===== config.mk =====
export PLATFORM = sky130hd
export DESIGN_NAME = uart_loop_engine_flat
export DESIGN_NICKNAME = d
export VERILOG_FILES = /design/src/rtl/uart_loop_engine_if.sv /design/src/rtl/uart_loop_engine.sv /design/src/flat_wrapper.sv
export SDC_FILE = /design/constraint.sdc
export NUM_CORES = 1
export LEC_CHECK = 0
export BUFFER_PORTS_ARGS = -buffer_cell sky130_fd_sc_hd__clkbuf_2
export CORE_MARGIN = 2
export CORE_UTILIZATION = 58
export DETAILED_ROUTE_END_ITERATION = 10
export MAX_ROUTING_LAYER = met4
export PLACE_DENSITY = 0.85
export SYNTH_ARGS = -nofsm -noshare
export SYNTH_HDL_FRONTEND = slang
export SYNTH_SLANG_ARGS = --single-unit

===== constraint.sdc =====
create_clock -name clk -period 2.8 [get_ports clk]
set_clock_uncertainty 0.05 [all_clocks]
set_input_delay 0.28 -clock clk [delete_from_list [all_inputs] [get_ports clk]]
set_output_delay 0.28 -clock clk [all_outputs]
set_load 0.03 [all_outputs]

===== src/rtl/uart_loop_engine_if.sv =====
// UART FIFO-side bundle for uart_loop_engine.
// master: the engine (pops RX, pushes TX); slave: the FIFO pair / board side.
interface uart_loop_engine_if #(
  parameter int DBIT = 8
);
  logic            rx_empty;
  logic [DBIT-1:0] r_data;
  logic            tx_full;
  logic            rd_uart;
  logic            wr_uart;
  logic [DBIT-1:0] w_data;

  modport master (
    input  rx_empty, r_data, tx_full,
    output rd_uart, wr_uart, w_data
  );

  modport slave (
    output rx_empty, r_data, tx_full,
    input  rd_uart, wr_uart, w_data
  );
endinterface


===== src/rtl/uart_loop_engine.sv =====
// uart_loop_engine: pops bytes from the UART RX FIFO, transforms them
// (echo / add INC_STEP / invert) and pushes them to the TX FIFO, or emits a
// burst of BURST_LEN bytes seeded from the last received byte.
// Runs on step_tick, or continuously while auto_en is high.
// Optional feature macro: UART_LOOP_TIMEOUT_EN -- abandons a push (or the rest
// of a burst) after TX_TIMEOUT cycles of tx_full and counts the dropped bytes.
// Without it the engine waits on tx_full forever and drop_count stays 0.
module uart_loop_engine #(
  parameter int DBIT       = 8,
  parameter int INC_STEP   = 1,
  parameter int BURST_LEN  = 4,
  parameter int CNT_W      = 16,
  parameter int TX_TIMEOUT = 1023
) (
  input  logic                  clk,
  input  logic                  reset,
  uart_loop_engine_if.master    fifo,
  input  logic [1:0]            mode,
  input  logic                  auto_en,
  input  logic                  step_tick,
  output logic [DBIT-1:0]       last_rx,
  output logic [CNT_W-1:0]      rx_count,
  output logic [CNT_W-1:0]      tx_count,
  output logic [CNT_W-1:0]      drop_count,
  output logic                  busy
);

  typedef enum logic [2:0] {IDLE, POP, XFORM, PUSH, BURST} state_t;
  typedef enum logic [1:0] {MODE_ECHO, MODE_ADD, MODE_INV, MODE_BURST} mode_t;

  state_t          state;
  mode_t           mode_q;
  logic [7:0]      idx;
  logic [DBIT-1:0] xform_data;
  logic            go;
  logic            timeout_hit;

  assign go   = auto_en | step_tick;
  assign busy = (state != IDLE);

`ifdef UART_LOOP_TIMEOUT_EN
  localparam int WAIT_W = $clog2(TX_TIMEOUT + 1);
  logic [WAIT_W-1:0] wait_cnt;

  assign timeout_hit = fifo.tx_full && (wait_cnt == WAIT_W'(TX_TIMEOUT - 1));

  // Count consecutive blocked cycles while a byte is waiting for TX space.
  always_ff @(posedge clk or negedge reset) begin
    if (!reset) begin
      wait_cnt <= '0;
    end else if (fifo.tx_full &&
                 ((state == PUSH && !fifo.wr_uart) || state == BURST)) begin
      wait_cnt <= timeout_hit ? '0 : wait_cnt + 1'b1;
    end else begin
      wait_cnt <= '0;
    end
  end
`else
  logic unused_timeout;
  assign timeout_hit    = 1'b0;
  assign unused_timeout = (TX_TIMEOUT != 0);
`endif

  // Byte transform selected by the mode latched at transaction start.
  always_comb begin
    // NOTE: default assignment first so no path leaves xform_data unassigned (no latch).
    xform_data = last_rx;
    case (mode_q)
      MODE_ADD: xform_data = last_rx + DBIT'(INC_STEP);
      MODE_INV: xform_data = ~last_rx;
      default:  ;
    endcase
  end

  // Transaction FSM; strobes are registered and default low each cycle.
  always_ff @(posedge clk or negedge reset) begin
    if (!reset) begin
      state         <= IDLE;
      mode_q        <= MODE_ECHO;
      idx           <= '0;
      fifo.rd_uart  <= 1'b0;
      fifo.wr_uart  <= 1'b0;
      fifo.w_data   <= '0;
      last_rx       <= '0;
      rx_count      <= '0;
      tx_count      <= '0;
      drop_count    <= '0;
    end else begin
      // NOTE: non-blocking assignments throughout, so every branch sees pre-edge state.
      fifo.rd_uart <= 1'b0;
      fifo.wr_uart <= 1'b0;
      case (state)
        IDLE: begin
          if (go) begin
            if (mode_t'(mode) == MODE_BURST) begin
              mode_q <= MODE_BURST;
              idx    <= '0;
              state  <= BURST;
            end else if (!fifo.rx_empty) begin
              // Pop strobe and capture coincide: the head byte is taken exactly once.
              mode_q       <= mode_t'(mode);
              fifo.rd_uart <= 1'b1;
              last_rx      <= fifo.r_data;
              rx_count     <= rx_count + 1'b1;
              state        <= POP;
            end
          end
        end
        POP: state <= XFORM;
        XFORM: begin
          // Push is decided here so wr_uart lands 3 cycles after the tick.
          fifo.w_data <= xform_data;
          state       <= PUSH;
          if (!fifo.tx_full) begin
            fifo.wr_uart <= 1'b1;
            tx_count     <= tx_count + 1'b1;
          end
        end
        PUSH: begin
          if (fifo.wr_uart) begin
            state <= IDLE;
          end else if (timeout_hit) begin
            drop_count <= drop_count + 1'b1;
            state      <= IDLE;
          end else if (!fifo.tx_full) begin
            fifo.wr_uart <= 1'b1;
            tx_count     <= tx_count + 1'b1;
          end
        end
        BURST: begin
          if (timeout_hit) begin
            drop_count <= drop_count + CNT_W'(BURST_LEN) - CNT_W'(idx);
            state      <= IDLE;
          end else if (!fifo.tx_full) begin
            fifo.wr_uart <= 1'b1;
            fifo.w_data  <= last_rx + DBIT'(idx);
            tx_count     <= tx_count + 1'b1;
            idx          <= idx + 1'b1;
            if (idx == 8'(BURST_LEN - 1)) state <= IDLE;
          end
        end
        default: state <= IDLE;
      endcase
    end
  end

endmodule


===== src/flat_wrapper.sv =====
// flat-port wrapper written by rule: the top's interface ports become plain ports
module uart_loop_engine_flat 
#(
  parameter int DBIT       = 8,
  parameter int INC_STEP   = 1,
  parameter int BURST_LEN  = 4,
  parameter int CNT_W      = 16,
  parameter int TX_TIMEOUT = 1023
)
  (clk, reset, mode, auto_en, step_tick, last_rx, rx_count, tx_count, drop_count, busy, fifo_rx_empty, fifo_r_data, fifo_tx_full, fifo_rd_uart, fifo_wr_uart, fifo_w_data);
  uart_loop_engine_if #(.DBIT(DBIT)) fifo_i ();
  input  logic clk;
  input  logic reset;
  input  logic [1:0] mode;
  input  logic auto_en;
  input  logic step_tick;
  output logic [DBIT-1:0] last_rx;
  output logic [CNT_W-1:0] rx_count;
  output logic [CNT_W-1:0] tx_count;
  output logic [CNT_W-1:0] drop_count;
  output logic busy;
  input wire logic [$bits(fifo_i.rx_empty)-1:0] fifo_rx_empty;
  input wire logic [$bits(fifo_i.r_data)-1:0] fifo_r_data;
  input wire logic [$bits(fifo_i.tx_full)-1:0] fifo_tx_full;
  output wire logic [$bits(fifo_i.rd_uart)-1:0] fifo_rd_uart;
  output wire logic [$bits(fifo_i.wr_uart)-1:0] fifo_wr_uart;
  output wire logic [$bits(fifo_i.w_data)-1:0] fifo_w_data;
  assign fifo_i.rx_empty = fifo_rx_empty;
  assign fifo_i.r_data = fifo_r_data;
  assign fifo_i.tx_full = fifo_tx_full;
  assign fifo_rd_uart = fifo_i.rd_uart;
  assign fifo_wr_uart = fifo_i.wr_uart;
  assign fifo_w_data = fifo_i.w_data;
  uart_loop_engine #(.DBIT(DBIT), .INC_STEP(INC_STEP), .BURST_LEN(BURST_LEN), .CNT_W(CNT_W), .TX_TIMEOUT(TX_TIMEOUT)) u_core (.clk(clk), .reset(reset), .fifo(fifo_i), .mode(mode), .auto_en(auto_en), .step_tick(step_tick), .last_rx(last_rx), .rx_count(rx_count), .tx_count(tx_count), .drop_count(drop_count), .busy(busy));
endmodule

==> results.py <==
metrics = {
    "min_path": {
        "min-delay-path-class": "in -> reg",
        "whs_endpoint": "u_core.last_rx[4]",
        "hold_depth": 3,
        "hold_start": "fifo_r_data[4]",
    },
    "grt": {
        "grt_max_degree": 37,
        "antenna_found_initial": 0,
        "grt_pass1_vias": 2954,
        "overflow": 0,
        "grt.total_usage_pct": 26.60,
        "grt_pass1_wl_mm": 13.52,
    },
    "route": {
        "drc_errors": 0,
        "wirelength_mm": 8.161,
        "firstDrtPassIters": 5,
        "ant_nets": 0,
        "via_per_inst": 5.815,
        "vias": 3076,
        "drt_iter0_drc": 235,
        "wire_per_inst_um": 15.43,
    },
    "timing": {
        "finalSetupTns_ns": 0,
        "layout_setup_ws_ns": 0.6345,
        "clock.fmax_mhz": 461.8,
        "worstMarginPinSlew_ns": 0.7392,
        "hold_viol": 0,
        "relSlewSlack_pct": 50.72,
        "rsz0062_at_grt": "no",
        "final_max_slew_viol_count": 0,
        "setup_viol": 0,
        "layout_worst_path_cycle_share_pct": 77.34,
        "min_period_ns": 2.165,
    },
    "logic_synthesis": {
        "postSynthAreaPerCell_um2": 9.400,
        "synth_warnings": 0,
        "synth.distinct_cells": 54,
        "syn_inst": 382,
        "synth-seq-area-share_pct": 43.90,
        "ys_async_sr_fraction_pct": 100.0,
        "synth_edf_count": 0,
        "ys_ff_latch": 63,
        "ys.flop_type": "dfrtp_1",
        "synth.cell_area_mm2": 0.003591,
    },
    "placement": {
        "gp_congestion": 0.9388,
        "portBuffers": 66,
        "hpwl_mm": 5.894,
        "place_ws_ns": 0.6766,
    },
    "final_layout": {
        "final_net_count": 479,
        "layout_common_cells": "nand2_1, clkbuf_2, dfrtp_1, xnor2_1, o21ai_0",
        "diodes": 0,
        "layout_commonest_cell": "nand2_1",
        "syn_to_final_growth_pct": 15.64,
        "drive_gt1_share_pct": 21.15,
        "fillers": 466,
    },
    "worst_setup_path": {
        "rr_startpoint": "u_core.last_rx[0]",
        "crit_start": "u_core.last_rx[0]",
        "crit_required_ns": 3.03,
        "crit_type": "reg -> reg",
        "crit_arrival_ns": 2.39,
        "crit_path_end_kind": "register",
        "ff2ff_path_depth": 7,
        "start_kind": "register",
        "reg2reg_to": "u_core.fifo.w_data[4]",
        "crit_fanout": 10,
        "regToRegSetupSlack_ns": 0.63,
    },
    "clock_tree": {
        "numCtsBuffers": 9,
        "insertion_delay_ns": 0.34,
        "clockRootBuffer": "clkbuf_8",
        "path_clk_slew_ns": 0.07,
        "cts_tree": "done",
        "clock_sinks": 63,
        "cts.path.max_buffers": 2,
        "ctsHtreeMaxLevel": 3,
    },
    "die": {
        "fp-row-count": 28,
        "num_io_pins": 83,
        "core_mm2": 0.005956,
        "dieArea_mm2": 0.006837,
        "start_util_pct": 60.29,
        "die_width_um": 82.69,
        "die_y_um": 82.69,
    },
    "run_status": {
        "run_status": "finished, final reports clean",
    },
    "flow_run": {
        "drv_cap": 0,
    },
    "power": {
        "powerDensity_mw_per_mm2": 1105,
        "p_leak_nw": 1.974,
        "max-vdd-ir-drop_v": 0.0007247,
    },
}
## where the power goes
| group | internal [W] | switching [W] | leakage (nW) |
|---|---|---|---|
| clock | 0.000458 | 0.000364 | 0.105 |
| sequential | 0.00118 | 0.000406 | 0.811 |
| combinational | 0.000817 | 0.00136 | 1.06 |
| total | 0.00246 | 0.00213 | 1.97 |
## cells by family after synthesis
| family | Yosys count | share of synthesized area (%) |
|---|---|---|
| AO/OA/AOI/OAI | 69 | 12.68 |
| AND/OR/NAND/NOR | 156 | 22.44 |
| flip-flops | 63 | 43.90 |
| buffers and inverters | 40 | 6.028 |
| adder cells (fa/ha/maj) | 14 | 5.087 |
| XOR/XNOR | 34 | 8.293 |
| other | 1 | 0.1044 |
| multiplexers | 5 | 1.463 |
## metrics by stage
step | hold slack [ns] | instance area, um2 | power (W) | std cells | utilization, %
after CTS | 0.07089 | 4153 | 0.004563 | 529 | 69.73
after global placement | 0.3204 | 3935 | 0.003639 | 512 | 66.07
after floorplan | -0.06559 | 3647 | 0.003162 | 397 | -
after detailed placement | 0.3322 | 3935 | 0.003736 | 512 | 66.07
final | 0.07176 | 4153 | 0.004589 | 529 | 69.73
after global routing | 0.08054 | 4153 | 0.004886 | 529 | 69.73
## state kept, by name (all words and copies together) (netlist names)
name / flops
u_core.idx: 8
u_core.state: 3
u_core.fifo.w_data: 8
u_core.rx_count: 16
u_core.mode_q: 2
u_core.fifo.rd_uart: 1
u_core.tx_count: 16
u_core.fifo.wr_uart: 1
u_core.last_rx: 8
## worst max-delay path, cell delays in order, from the launching register on
cell and delay [ns]:
dfrtp_1 0.51, ha_1 0.22, inv_1 0.06, fa_1 0.37, nor2b_1 0.22, o21ai_0 0.11
a2111oi_0 0.39, a221o_1 0.17
## routing by layer
metal	share of wire, %	up-vias	track usage (%)
li1	-	1444	-
met1	43	1467	33.33
met2	48	137	42.10
met3	6.7	28	7.174
met4	2.4	0	8.689
met5	0	-	-
## what timing repair did
| item | CTS | global route |
|---|---|---|
| setup buffers | 0 | 0 |
| gates resized for setup | 0 | 0 |
| hold buffers | 1 | 0 |
| setup endpoints to repair | 0 | 0 |
| hold endpoints to repair | 27 | 0 |
## synth_stat cells, types with 3 or more instances
| master | number | area share, % |
|---|---|---|
| nand2_1 | 73 | 7.6 |
| dfrtp_1 | 63 | 44 |
| xnor2_1 | 28 | 6.8 |
| o21ai_0 | 26 | 3.6 |
| nand3_1 | 17 | 2.4 |
| buf_4 | 16 | 3.3 |
| ha_1 | 13 | 4.5 |
| nor2_1 | 13 | 1.4 |
| inv_1 | 10 | 1.0 |
| nor3_1 | 9 | 1.3 |
| a21oi_1 | 8 | 1.1 |
| clkbuf_1 | 8 | 0.84 |
| and3_1 | 7 | 1.2 |
| nand4_1 | 7 | 1.2 |
| o21a_1 | 7 | 1.5 |
| nand3b_1 | 6 | 1.3 |
| xor2_1 | 6 | 1.5 |
| buf_2 | 5 | 0.70 |
| nor2b_1 | 5 | 0.87 |
| o221ai_1 | 5 | 1.2 |
| and4_1 | 4 | 0.98 |
| a31oi_1 | 3 | 0.52 |
| mux2i_1 | 3 | 0.84 |
## how the worst max path moves through the flow
| stage | to | slack, ns | cells after the start |
|---|---|---|---|
| floorplan | u_core.fifo.w_data[4] | 0.69 | 7 |
| global placement | u_core.fifo.w_data[4] | 0.77 | 7 |
| detailed placement | u_core.fifo.w_data[7] | 0.68 | 6 |
| CTS | u_core.fifo.w_data[4] | 0.67 | 7 |
| global route | u_core.fifo.w_data[7] | 0.47 | 6 |
| finish | u_core.fifo.w_data[4] | 0.63 | 7 |
## final cells by class
class | count | area, um2 | area share, %
well taps | 75 | 93.84 | 2.260
clock inverters | 5 | 56.30 | 1.356
multi-input cells | 294 | 1854 | 44.65
inverters | 10 | 37.54 | 0.9039
repair buffers | 71 | 382.9 | 9.220
flip-flops and latches | 63 | 1577 | 37.96
clock buffers | 11 | 151.4 | 3.646
Power figures use the tool's default switching activity.
